### src/rtl/max7219_pkg.sv
// rtl/max7219_pkg.sv - MAX7219 register map, power-up configuration ROM and FSM states
package max7219_pkg;

  localparam logic [7:0] ADDR_DECODE     = 8'h09;
  localparam logic [7:0] ADDR_INTENSITY  = 8'h0A;
  localparam logic [7:0] ADDR_SCAN_LIMIT = 8'h0B;
  localparam logic [7:0] ADDR_SHUTDOWN   = 8'h0C;
  localparam logic [7:0] ADDR_TEST       = 8'h0F;

  localparam int INIT_WORDS = 6;

  // Entry 0 is sent first; the intensity entry's data nibble is filled in by the top level.
  localparam logic [INIT_WORDS-1:0][15:0] INIT_ROM = {
    {ADDR_SHUTDOWN,   8'h01},
    {ADDR_SCAN_LIMIT, 8'h07},
    {ADDR_INTENSITY,  8'h00},
    {ADDR_DECODE,     8'h00},
    {ADDR_TEST,       8'h00},
    {ADDR_SHUTDOWN,   8'h00}
  };

  typedef enum logic [2:0] {
    ST_INIT,
    ST_LOAD,
    ST_SHIFT,
    ST_LATCH,
    ST_IDLE
  } state_t;

endpackage

### src/rtl/max7219_spi16_tx.sv
// rtl/max7219_spi16_tx.sv - 16-bit MSB-first shifter with registered din/sclk/cs pins
module spi16_tx #(
  parameter int CLK_DIV = 4
) (
  input  logic        clk,
  input  logic        reset,
  input  logic        start,
  input  logic [15:0] word,
  output logic        din,
  output logic        sclk,
  output logic        cs,
  output logic        done
);

  logic        active;
  logic        tail;
  logic        hi;
  logic [7:0]  div_cnt;
  logic [3:0]  bit_cnt;
  logic [14:0] shreg;
  logic        term_end;

  assign term_end = active && (div_cnt == 8'(CLK_DIV - 1));
  // done marks the last cycle of the trailing low term; cs rises on the next edge.
  assign done     = term_end && tail;

  always_ff @(posedge clk or posedge reset) begin
    if (reset) begin
      active  <= 1'b0;
      tail    <= 1'b0;
      hi      <= 1'b0;
      div_cnt <= '0;
      bit_cnt <= '0;
      shreg   <= '0;
      din     <= 1'b0;
      sclk    <= 1'b0;
      cs      <= 1'b1;
    end else if (start) begin
      active  <= 1'b1;
      tail    <= 1'b0;
      hi      <= 1'b0;
      div_cnt <= '0;
      bit_cnt <= 4'd15;
      shreg   <= word[14:0];
      din     <= word[15];
      sclk    <= 1'b0;
      cs      <= 1'b0;
    end else if (active) begin
      if (!term_end) begin
        div_cnt <= div_cnt + 8'd1;
      end else begin
        div_cnt <= '0;
        if (tail) begin
          active <= 1'b0;
          tail   <= 1'b0;
          cs     <= 1'b1;
          din    <= 1'b0;
        end else if (!hi) begin
          hi   <= 1'b1;
          sclk <= 1'b1;
        end else begin
          hi   <= 1'b0;
          sclk <= 1'b0;
          if (bit_cnt == 4'd0) begin
            tail <= 1'b1;
          end else begin
            bit_cnt <= bit_cnt - 4'd1;
            din     <= shreg[14];
            shreg   <= {shreg[13:0], 1'b0};
          end
        end
      end
    end
  end

endmodule

### src/rtl/max7219_matrix_driver.sv
// rtl/max7219_matrix_driver.sv - configures a MAX7219 then streams the 8-word led_user pattern
module max7219_matrix_driver
  import max7219_pkg::*;
#(
  parameter int         CLK_DIV        = 4,
  parameter logic [3:0] INTENSITY      = 4'h8,
  parameter int         REFRESH_CYCLES = 1_000_000
) (
  input  logic         clk,
  input  logic         reset,
  input  logic [127:0] led_user,
  output logic         din,
  output logic         sclk,
  output logic         cs,
  output logic         busy,
  output logic         pass_done
);

  localparam int            RW           = $clog2(REFRESH_CYCLES);
  localparam logic [RW-1:0] REFRESH_LAST = RW'(REFRESH_CYCLES - 1);

  state_t         state, state_next;
  logic [2:0]     init_idx;
  logic [2:0]     word_idx;
  logic           data_mode;
  logic [7:0]     lat_cnt;
  logic [127:0]   snapshot;
  logic [127:0]   data_src;
  logic [RW-1:0]  refresh_cnt;
  logic           busy_q;
  logic           tx_start;
  logic           tx_done;
  logic [15:0]    tx_word;
  logic [15:0]    rom_word;
  logic           lat_last;
  logic           trigger;

  // LATCH is one term short; the following INIT/LOAD cycle completes the cs-high term.
  assign lat_last  = (lat_cnt == 8'(CLK_DIV - 2));
  assign trigger   = (led_user != snapshot) || (refresh_cnt == REFRESH_LAST);
  assign pass_done = (state == ST_LATCH) && data_mode && (word_idx == 3'd0) && lat_last;
  assign busy      = busy_q;
  // The first word of a pass is taken straight from led_user as it is being captured.
  assign data_src  = (word_idx == 3'd7) ? led_user : snapshot;

  always_comb begin
    state_next = state;
    tx_start   = 1'b0;
    rom_word   = INIT_ROM[init_idx];
    if (rom_word[15:8] == ADDR_INTENSITY) rom_word[3:0] = INTENSITY;
    tx_word    = rom_word;
    case (state)
      ST_INIT: begin
        tx_start   = 1'b1;
        state_next = ST_SHIFT;
      end
      ST_LOAD: begin
        tx_start   = 1'b1;
        tx_word    = data_src[{word_idx, 4'b0000} +: 16];
        state_next = ST_SHIFT;
      end
      ST_SHIFT: if (tx_done) state_next = ST_LATCH;
      ST_LATCH: begin
        if (lat_last) begin
          if (!data_mode)
            state_next = (init_idx == 3'(INIT_WORDS - 1)) ? ST_LOAD : ST_INIT;
          else
            state_next = (word_idx == 3'd0) ? ST_IDLE : ST_LOAD;
        end
      end
      ST_IDLE:  if (trigger) state_next = ST_LOAD;
      default:  state_next = ST_INIT;
    endcase
  end

  always_ff @(posedge clk or posedge reset) begin
    if (reset) begin
      state       <= ST_INIT;
      init_idx    <= '0;
      word_idx    <= 3'd7;
      data_mode   <= 1'b0;
      lat_cnt     <= '0;
      snapshot    <= '0;
      refresh_cnt <= '0;
      busy_q      <= 1'b0;
    end else begin
      state   <= state_next;
      busy_q  <= (state_next != ST_IDLE);
      lat_cnt <= (state == ST_LATCH) ? lat_cnt + 8'd1 : 8'd0;
      if (state == ST_LATCH && lat_last) begin
        if (!data_mode) begin
          if (init_idx == 3'(INIT_WORDS - 1)) begin
            data_mode <= 1'b1;
            word_idx  <= 3'd7;
          end else begin
            init_idx <= init_idx + 3'd1;
          end
        end else if (word_idx != 3'd0) begin
          word_idx <= word_idx - 3'd1;
        end
      end
      if (state == ST_IDLE && trigger) word_idx <= 3'd7;
      if (state == ST_LOAD && word_idx == 3'd7) snapshot <= led_user;
      if (state == ST_LOAD)
        refresh_cnt <= '0;
      else if (state == ST_IDLE && refresh_cnt != REFRESH_LAST)
        refresh_cnt <= refresh_cnt + RW'(1);
    end
  end

  spi16_tx #(.CLK_DIV(CLK_DIV)) u_tx (
    .clk   (clk),
    .reset (reset),
    .start (tx_start),
    .word  (tx_word),
    .din   (din),
    .sclk  (sclk),
    .cs    (cs),
    .done  (tx_done)
  );

endmodule
### config.mk
export PLATFORM = sky130hd
export DESIGN_NAME = max7219_matrix_driver
export DESIGN_NICKNAME = d
export VERILOG_FILES = /design/src/rtl/max7219_pkg.sv /design/src/rtl/max7219_spi16_tx.sv /design/src/rtl/max7219_matrix_driver.sv
export SDC_FILE = /design/constraint.sdc
export NUM_CORES = 1
export LEC_CHECK = 0
export CELL_PAD_IN_SITES_DETAIL_PLACEMENT = 1
export CELL_PAD_IN_SITES_GLOBAL_PLACEMENT = 1
export CORE_MARGIN = 8
export CORE_UTILIZATION = 25
export CTS_CLUSTER_DIAMETER = 50
export DETAILED_ROUTE_END_ITERATION = 7
export PLACE_DENSITY_LB_ADDON = 0.15
export SYNTH_ARGS = -nofsm -noshare
export SYNTH_HDL_FRONTEND = slang
export SYNTH_SLANG_ARGS = --single-unit
### constraint.sdc
create_clock -name clk -period 5.44 [get_ports clk]
set_input_delay 0.544 -clock clk [delete_from_list [all_inputs] [get_ports clk]]
set_output_delay 0.544 -clock clk [all_outputs]
set_load 0.01 [all_outputs]
* After elaboration in Yosys (flattened, before gate mapping)
Memories as Yosys holds them, arrays and structs flattened. Index checks and enable logic that the tools add are counted. W data, S select, Z words.
Word-level totals: output and inout bits 5, input bits 130, register bits 199, memories 1, bits in read-only memories 128, logic and storage cells 136
Cells by class: $lt $le $gt $ge 1, $add $sub $neg 6, shift-type cells 1, reduce and logical (&&, ||, !) cells 30, eq/ne operators 17, bitwise operators 2, mux-type cells 62
Memory list:
- (name not given) | words 8, bits a word 16, rd ports 1, clocked after memory_dff 0, write ports 0, line max7219_matrix_driver.sv:49 | rom_word = INIT_ROM[init_idx];
Operators by type and width (count):
- $mux W128 | 1
- $ne A128 B128 Y1 | 1
- $shiftx A128 B8 Y16 | 1
- $mux W15 | 6
- $mux W20 | 2
- $mux W16 | 2
- $mux W8 | 4
- $mux W3 | 10
- $mux W1 | 29
- $mux W4 | 7
- $add A20 B1 Y20 const B | 1
- $eq A20 B20 Y1 const B | 1
- $ne A20 B20 Y1 const B | 1
- $add A8 B1 Y8 const B | 2
- $eq A8 B2 Y1 const B | 2
- $pmux W3 S4 | 1
- $reduce_and A3 Y1 | 4
- $reduce_bool A2 Y1 | 6
- $eq A3 B3 Y1 const B | 3
- $logic_and A1 B1 Y1 | 9
- $reduce_bool A3 Y1 | 3
- $eq A8 B4 Y1 const B | 1
- $eq A3 B2 Y1 const B | 2
- $logic_not A3 Y1 | 2
- 16 further kinds | 18

* Depth between registers and ports, before layout
Gate-level depths: netlist of the first run.
word-level depth 7, mapped depth 10, depth with buffers taken out 8

* Modules after synthesis
From an unflattened synthesis of the first run, not the netlist that was laid out.
Unflattened totals: cell total of the unflattened synthesis 936, area total of the unflattened synthesis 11897.7 sq um
Modules (own cells, without submodules):
- max7219_matrix_driver | cells each 791, times used 1, area each 10228.6 sq um
- spi16_tx | cells each 145, times used 1, area each 1669.1 sq um

* Worst setup path after synthesis of the first run
OpenSTA, ideal clock, no wires.
path kind register to register, start register word_idx[2], end register u_tx.shreg[4], required time 5.303 ns, arrival 2.554 ns, clock period less this slack 2.691 ns, stages on the path, launching flop included 9, path slack 2.749 ns, library setup time 0.137 ns, cells stage by stage dfstp_2 clkbuf_1 and2_1 buf_2 buf_2 buf_2 mux4_2 a221oi_1 o22ai_1
Between the ends: longest elaborated chain between the ends 5
Ends and longest elaborated chain:
- start, declared | line max7219_matrix_driver.sv:24 | logic [2:0] word_idx;
- start signal, assigned | line max7219_matrix_driver.sv:99 | word_idx <= word_idx - 3'd1;
- $eq A3 B3 Y1 | line max7219_matrix_driver.sv:44 | assign data_src = (word_idx == 3'd7) ? led_user : snapshot;
- $mux W128 | line max7219_matrix_driver.sv:44
- $shiftx A128 B8 Y16 (*) | line max7219_matrix_driver.sv:59 | tx_word = data_src[{word_idx, 4'b0000} +: 16];
- $mux W16 (*) | line max7219_matrix_driver.sv:52 | case (state)
- $mux W15 (*) | line max7219_spi16_tx.sv:38 | end else if (start) begin
- end signal, assigned | line max7219_spi16_tx.sv:44 | shreg <= word[14:0];
- end signal, assigned | line max7219_spi16_tx.sv:69 | shreg <= {shreg[13:0], 1'b0};
- end, declared | line max7219_spi16_tx.sv:20 | logic [14:0] shreg;
Every way passes the cells marked *; elsewhere a longest branch is shown, timed or not. A chain may end at the register's enable or synchronous reset.

* Worst setup path after layout of the first run
start register word_idx[0], end output pass_done
Between the ends: longest elaborated chain between the ends 3
Ends and longest elaborated chain:
- $logic_not A3 Y1 | line max7219_matrix_driver.sv:41 | assign pass_done = (state == ST_LATCH) && data_mode && (word_idx == 3'd0) && lat_last;
- $logic_and A1 B1 Y1 (2 in series) | line max7219_matrix_driver.sv:41
- end, declared | line max7219_matrix_driver.sv:16 | output logic pass_done
Every way passes these cells.

==> out/metrics.yaml, run 1 <==
outcome:
  status: "finished clean"
cells_and_area:
  fin_util: 0.308
  syn_to_final_growth_pct: 22.2
  antenna_cells: 0
  fillers: 5027
  drive_gt1_frac: 0.237
  fin_nets: 1219
worst_setup_path:
  crit_path_start: "word_idx[0]$_DFFE_PP1P_"
  crit_required_ps: 4900
  arrival_ps: 3650
  endpoint_kind: "output port"
  ff2ff_path_depth: 7
  worstSetupPathType: "reg2out"
  cp-start-kind: "flip-flop"
  crit-reg2reg-launch: "word_idx[1]$_DFFE_PP1P_"
  crit_fanout: 53
  reg2reg_slack_ps: 1660
  reg2reg_to: "u_tx.shreg[5]$_DFFE_PP0P_"
pwr:
  p_per_area_nw_per_um2: 235
  peakVddDrop_mv: 0.170
  p_leak_nw: 5.36
yosys:
  ys.flop_type: "dfrtp_1"
  yosysUniqueCellTypes: 56
  ys_seq_elements: 199
  yosysMostFrequentCell: "dfrtp_1"
  netlist_top_cells_count: "dfrtp_1 (195), xnor2_1 (147), mux2_2 (130), mux4_2 (64), nor2_1 (52)"
  syn_avg_cell_area_um2: 12.2
  synthArstFlopShare: 1.00
  yosysTopAreaCellShare: 0.418
  synth_edf_count: 0
  netlist_area_um2: 11700
  ys_warn_count: 0
  synth_top_area_cell: "dfrtp_1"
  syn-instance-count: 960
  synth_fp_nets: 1102
  synth_area_leaders: "dfrtp_1 (42%), mux2_2 (13%), mux4_2 (12%)"
  ys_seq_area_frac: 0.427
timing:
  fmax_ghz: 0.238
  maxSlewViolCount: 0
  period_needed_ps: 4200
  rsz0062_at_grt: "false"
  tightest_slew_ps: 946
  hold_viol: 0
  setup_violations: 0
  period_share: 0.771
  fin_tns_setup_ps: 0
  fin_skew_ps: 17.4
  slew_headroom: 0.369
grt:
  grt.overflow.total: 0
  grt_max_degree: 102
  grt_pass1_wl_mm: 60.0
  grt_pass1_vias: 9067
  grt_usage: 0.150
  antenna_found_initial: 0
floorplan:
  rows: 79
  start_util: 0.252
  dieArea_um2: 53800
  ios: 135
  die_x_um: 232
  chipHeight_um: 232
  core_area_um2: 46400
cts:
  cts_root_buffer: "clkbuf_16"
  post_cts_resize_count: 0
  cts_tree: "yes"
  clk_pin_slew_ps: 80
  clock_sinks: 199
  cts_buffers: 17
  htree_levels: 4
  cts-hold-fix-buffers: 0
  insertion_delay_ps: 470
  post-cts-setup-buffer-count: 0
  cts_buffer_depth: 2
min_path:
  hold_start: "lat_cnt[0]$_DFF_PP0_"
  hold_end: "lat_cnt[0]$_DFF_PP0_"
  min_path_cells: 1
  hp-class: "reg2reg"
routing:
  drt-total-wl_mm: 39.7
  detail-route-antenna-nets: 0
  post_drt_wl_per_cell_um: 23.4
  viasPerCell: 4.85
  via_count: 8225
  firstDrtPassIters: 4
  drt_iter0_markers: 326
  remaining_drc_errors: 0
placed_design:
  numPortBuffers: 134
  dpl.hpwl_mm: 29.7
  place.gp.congestion: 0.766
job:
  max_cap_viol_count: 0
-- cell families (layout without fill, tap and decap cells) --
logic type                 after synthesis  in the layout  synth area share
and+or+nand+nor                        232            232             0.106
AOI/OAI and AO/OA                       87             87            0.0488
buffers and inverters                   63            193            0.0242
muxes                                  210            210             0.263
DFF                                    199            199             0.427
xor gates and xnor gates               157            157             0.118
adders and majority gates               12             12            0.0129
-- placed cells by master, fill, tap and decap left out, drive strengths merged, types with 11 or more instances in the layout --
master,Yosys,layout
a21oi,21,21
buf,23,13
clkbuf,26,17
clkdlybuf4s50,0,134
dfrtp,195,195
ha,12,12
inv,14,22
mux2,130,130
mux2i,16,16
mux4,64,64
nand2,46,46
nand3,14,14
nand4,43,43
nor2,52,52
nor3,11,11
nor4,18,18
o21ai,13,13
xnor2,147,147
-- per-layer routing --
| layer | wire [um] | track usage | up-vias |
|---|---|---|---|
| li1 | - | - | 3770 |
| met1 | 17700 | 0.193 | 4273 |
| met2 | 19400 | 0.249 | 151 |
| met3 | 1600 | 0.0324 | 31 |
| met4 | 1030 | 0.0500 | 0 |
| met5 | 0 | 0 | - |
-- critical path: stages (launching register included) --
cell and delay, ps:
dfstp_2 540, buf_4 650, inv_1 680, ha_1 430
nor2b_1 140, and3_1 250, clkdlybuf4s50_1 500
-- worst max-delay path by stage --
stage          slack, ps                         to
3_3_place_gp        1560  u_tx.shreg[5]$_DFFE_PP0P_
6_report            1240                  pass_done
2_1_floorplan       2320             busy$_DFF_PP0_
5_1_grt             1060                  pass_done
3_5_place_dp        1570  u_tx.shreg[5]$_DFFE_PP0P_
4_1_cts             1060                  pass_done
-- per-stage QoR --
step           cell area (um^2)  power, mW  std cells  hold slack (ps)  worst slack (ps)
3_3_place_gp              13700       2.04       1665              497              1560
5_1_grt                   14300       3.49       1697              540              1060
3_5_place_dp              13700       2.04       1665              502              1570
6_report                  14300       3.35       1697              510              1240
4_1_cts                   14300       3.41       1697              515              1060
2_1_floorplan             11700       1.80        960              468              2320
-- flip-flops by register name, indices dropped and copies added, names as in the netlist --
signal        count
init_idx          3
u_tx.bit_cnt      4
data_mode         1
lat_cnt           8
u_tx.tail         1
snapshot        128
u_tx.div_cnt      8
state             3
refresh_cnt      20
u_tx.din          1
u_tx.active       1
u_tx.shreg       15
busy              1
u_tx.sclk         1
word_idx          3
u_tx.cs           1
-- report_power, final --
part	leakage [nW]	total, mW	internal (mW)	switching (mW)
logic	2.67	0.423	0.231	0.192
registers	2.42	1.58	1.53	0.0479
clock network	0.275	1.34	0.653	0.691
total	5.36	3.35	2.41	0.931
-- layout make-up --
cell class              count  area (um^2)  area share
clock buffers              17          425      0.0298
inverters                  14         56.3     0.00395
flip-flops and latches    199         4980       0.350
clock inverters            15          158      0.0111
multi-input cells         698         6410       0.450
repair buffers            147         1460       0.103
well taps                 607          759      0.0533
(Power assumes the default switching activity.)
==> run 2: changes to the inputs <==
- clock period: 5.44 -> 3.83 ns (I/O delays scaled with it)
==> run 2 against run 1 <==
Critical endpoint unchanged. Count of clock-buffer cells in the layout grew 4. Wire length is 0.79% higher. Cell count rose by 0.53%. Sequential power rose by 42%. Global-route usage up 0.11 points. Via count down 0.36%. Non-clock buffer count increased by 9.
==> out/metrics.yaml, run 2 (synthesis gave the netlist of run 1 again) <==
worst_setup_path:
  endpoint: "pass_done"
  cpPeakStageDelay_ps: 660  # -20 ps
  cp-start-kind: "flip-flop"
  crit_fanout: 53  # unchanged
  reg2reg_slack_ps: 750  # -910 ps
  worstSetupPathType: "reg2out"
  crit_slowest_cell: "buf_4"
  crit_path_start: "word_idx[0]$_DFFE_PP1P_"
  crit_chain: "buf_4, inv_1, ha_1, nor2b_1, and3_1, clkdlybuf4s50_1"
  arrival_ps: 2900  # -750 ps
  ff2ff_path_depth: 8  # +1
  crit_required_ps: 3450  # -1450 ps
  crit-reg2reg-launch: "word_idx[0]$_DFFE_PP1P_"
  reg2reg_to: "u_tx.shreg[3]$_DFFE_PP0P_"
  endpoint_kind: "output port"
routing:
  drt-total-wl_mm: 40.0  # +0.79%
  post_drt_wl_per_cell_um: 23.5  # +0.25%
  drt_iter0_markers: 345  # +5.8%
  via_count: 8195  # -0.36%
  detail-route-antenna-nets: 0  # unchanged
  viasPerCell: 4.80  # -0.89%
  remaining_drc_errors: 0  # unchanged
  firstDrtPassIters: 4  # unchanged
floorplan:
  dieArea_um2: 53800  # unchanged
  ios: 135  # unchanged
  start_util: 0.252  # unchanged
  chipHeight_um: 232  # unchanged
  core_area_um2: 46400  # unchanged
  die_x_um: 232  # unchanged
  rows: 79  # unchanged
timing:
  fin_tns_setup_ps: 0  # unchanged
  rsz0062_at_grt: "false"
  fin_skew_ps: 18.5  # +1.09 ps
  slew_headroom: 0.383  # +0.0148
  setup_violations: 0  # unchanged
  hold_viol: 0  # unchanged
  fmax_ghz: 0.305
  period_needed_ps: 3280
  period_share: 0.857
  maxSlewViolCount: 0  # unchanged
  tightest_slew_ps: 924  # -22.1 ps
cts:
  cts_root_buffer: "clkbuf_16"
  cts_buffer_depth: 2  # unchanged
  cts_tree: "yes"
  post_cts_resize_count: 0  # unchanged
  htree_levels: 4  # unchanged
  insertion_delay_ps: 470  # about the same
  clock_sinks: 199  # unchanged
  cts-hold-fix-buffers: 0  # unchanged
  post-cts-setup-buffer-count: 0  # unchanged
  clk_pin_slew_ps: 70  # about the same
  cts_buffers: 17  # unchanged
pwr:
  total_power_mw: 4.88  # +46%
  p_leak_nw: 5.47  # +1.9%
  p_per_area_nw_per_um2: 338  # +44%
  peakVddDrop_mv: 0.225  # +32%
cells_and_area:
  largestRegisters: "snapshot: 128 flops, refresh_cnt: 20 flops, u_tx.shreg: 15 flops"
  syn_to_final_growth_pct: 23.8
  final_cell_mix: "dfrtp_1 (195), xnor2_1 (147), clkdlybuf4s50_1 (134)"
  largest_reg_flops: 128  # unchanged
  fin_nets: 1228  # +0.74%
  top_register: "snapshot"
  drive_gt1_frac: 0.242  # +0.00534
  layout_commonest_cell: "dfrtp_1"
  antenna_cells: 0  # unchanged
placed_design:
  place.gp.congestion: 0.760  # -0.78%
  dpl.hpwl_mm: 30.1  # +1.5%
  numPortBuffers: 134  # unchanged
grt:
  grt.overflow.total: 0  # unchanged
  grt_pass1_vias: 8974  # -1.0%
  antenna_found_initial: 0  # unchanged
  grt_max_degree: 118  # +16%
  grt_pass1_wl_mm: 60.3  # +0.60%
  grt_usage: 0.152  # +0.00111
job:
  max_cap_viol_count: 0  # unchanged
min_path:
  hp-class: "in2async"
outcome:
  status: "finished clean"
-- run 2: changes by cell type in the layout (fill, tap and decap cells not counted), sizes merged --
cell	change
buf	+9
inv	-8
clkinv	+5
bufinv	+3
clkbuf	+4
clkinvlp	-4
-- run 2: per-layer routing --
metal,wire length (um),GRT usage,up-vias
li1,-,-,3791
met1,17600,0.193,4237
met2,20000,0.258,141
met3,1860,0.0343,26
met4,592,0.0364,0
met5,0,0,-
-- run 2: where the power goes --
part | internal, mW | total [mW] | switching (mW)
Combinational | 0.329 | 0.604 | 0.276
Sequential | 2.17 | 2.24 | 0.0684
Clock | 1.15 | 2.04 | 0.887
Total | 3.65 | 4.88 | 1.23
-- run 2: worst min-delay path by stage --
stage / depth (start not counted) / startpoint / slack (ps) / endpoint
5_1_grt: 3 / reset / 520 / snapshot[58]$_DFFE_PP0P_
4_1_cts: 3 / reset / 490 / lat_cnt[6]$_DFF_PP0_
2_1_floorplan: 2 / u_tx.shreg[0]$_DFFE_PP0P_ / 470 / u_tx.shreg[0]$_DFFE_PP0P_
3_3_place_gp: 1 / u_tx.shreg[11]$_DFFE_PP0P_ / 500 / u_tx.shreg[11]$_DFFE_PP0P_
3_5_place_dp: 1 / u_tx.shreg[11]$_DFFE_PP0P_ / 500 / u_tx.shreg[11]$_DFFE_PP0P_
6_report: 3 / reset / 460 / lat_cnt[5]$_DFF_PP0_
-- run 2: final cells by class --
cell class              instances  area [um^2]
well taps                     607          759
inverters                      14         56.3
flip-flops and latches        199         4980
multi-input cells             698         6410
repair buffers                156         1590
fillers                      4970        31900
clock inverters                11          170
clock buffers                  21          470
-- run 2: through the flow --
step	hold WS (ps)	instance area, um^2	cells	setup slack (ps)	util
2_1_floorplan	468	11700	960	876	-
3_3_place_gp	499	13800	1674	663	0.298
3_5_place_dp	502	13800	1674	714	0.298
4_1_cts	493	14400	1706	455	0.312
5_1_grt	521	14400	1706	358	0.312
6_report	458	14400	1706	548	0.312
-- run 2: worst max-delay path, delay by kind of cell (launching register included) --
| family | cells | cell delay (ps) |
|---|---|---|
| buf+inv | 3 | 1310 |
| flops | 1 | 530 |
| simple gates | 2 | 380 |
| fa+ha+maj | 1 | 230 |
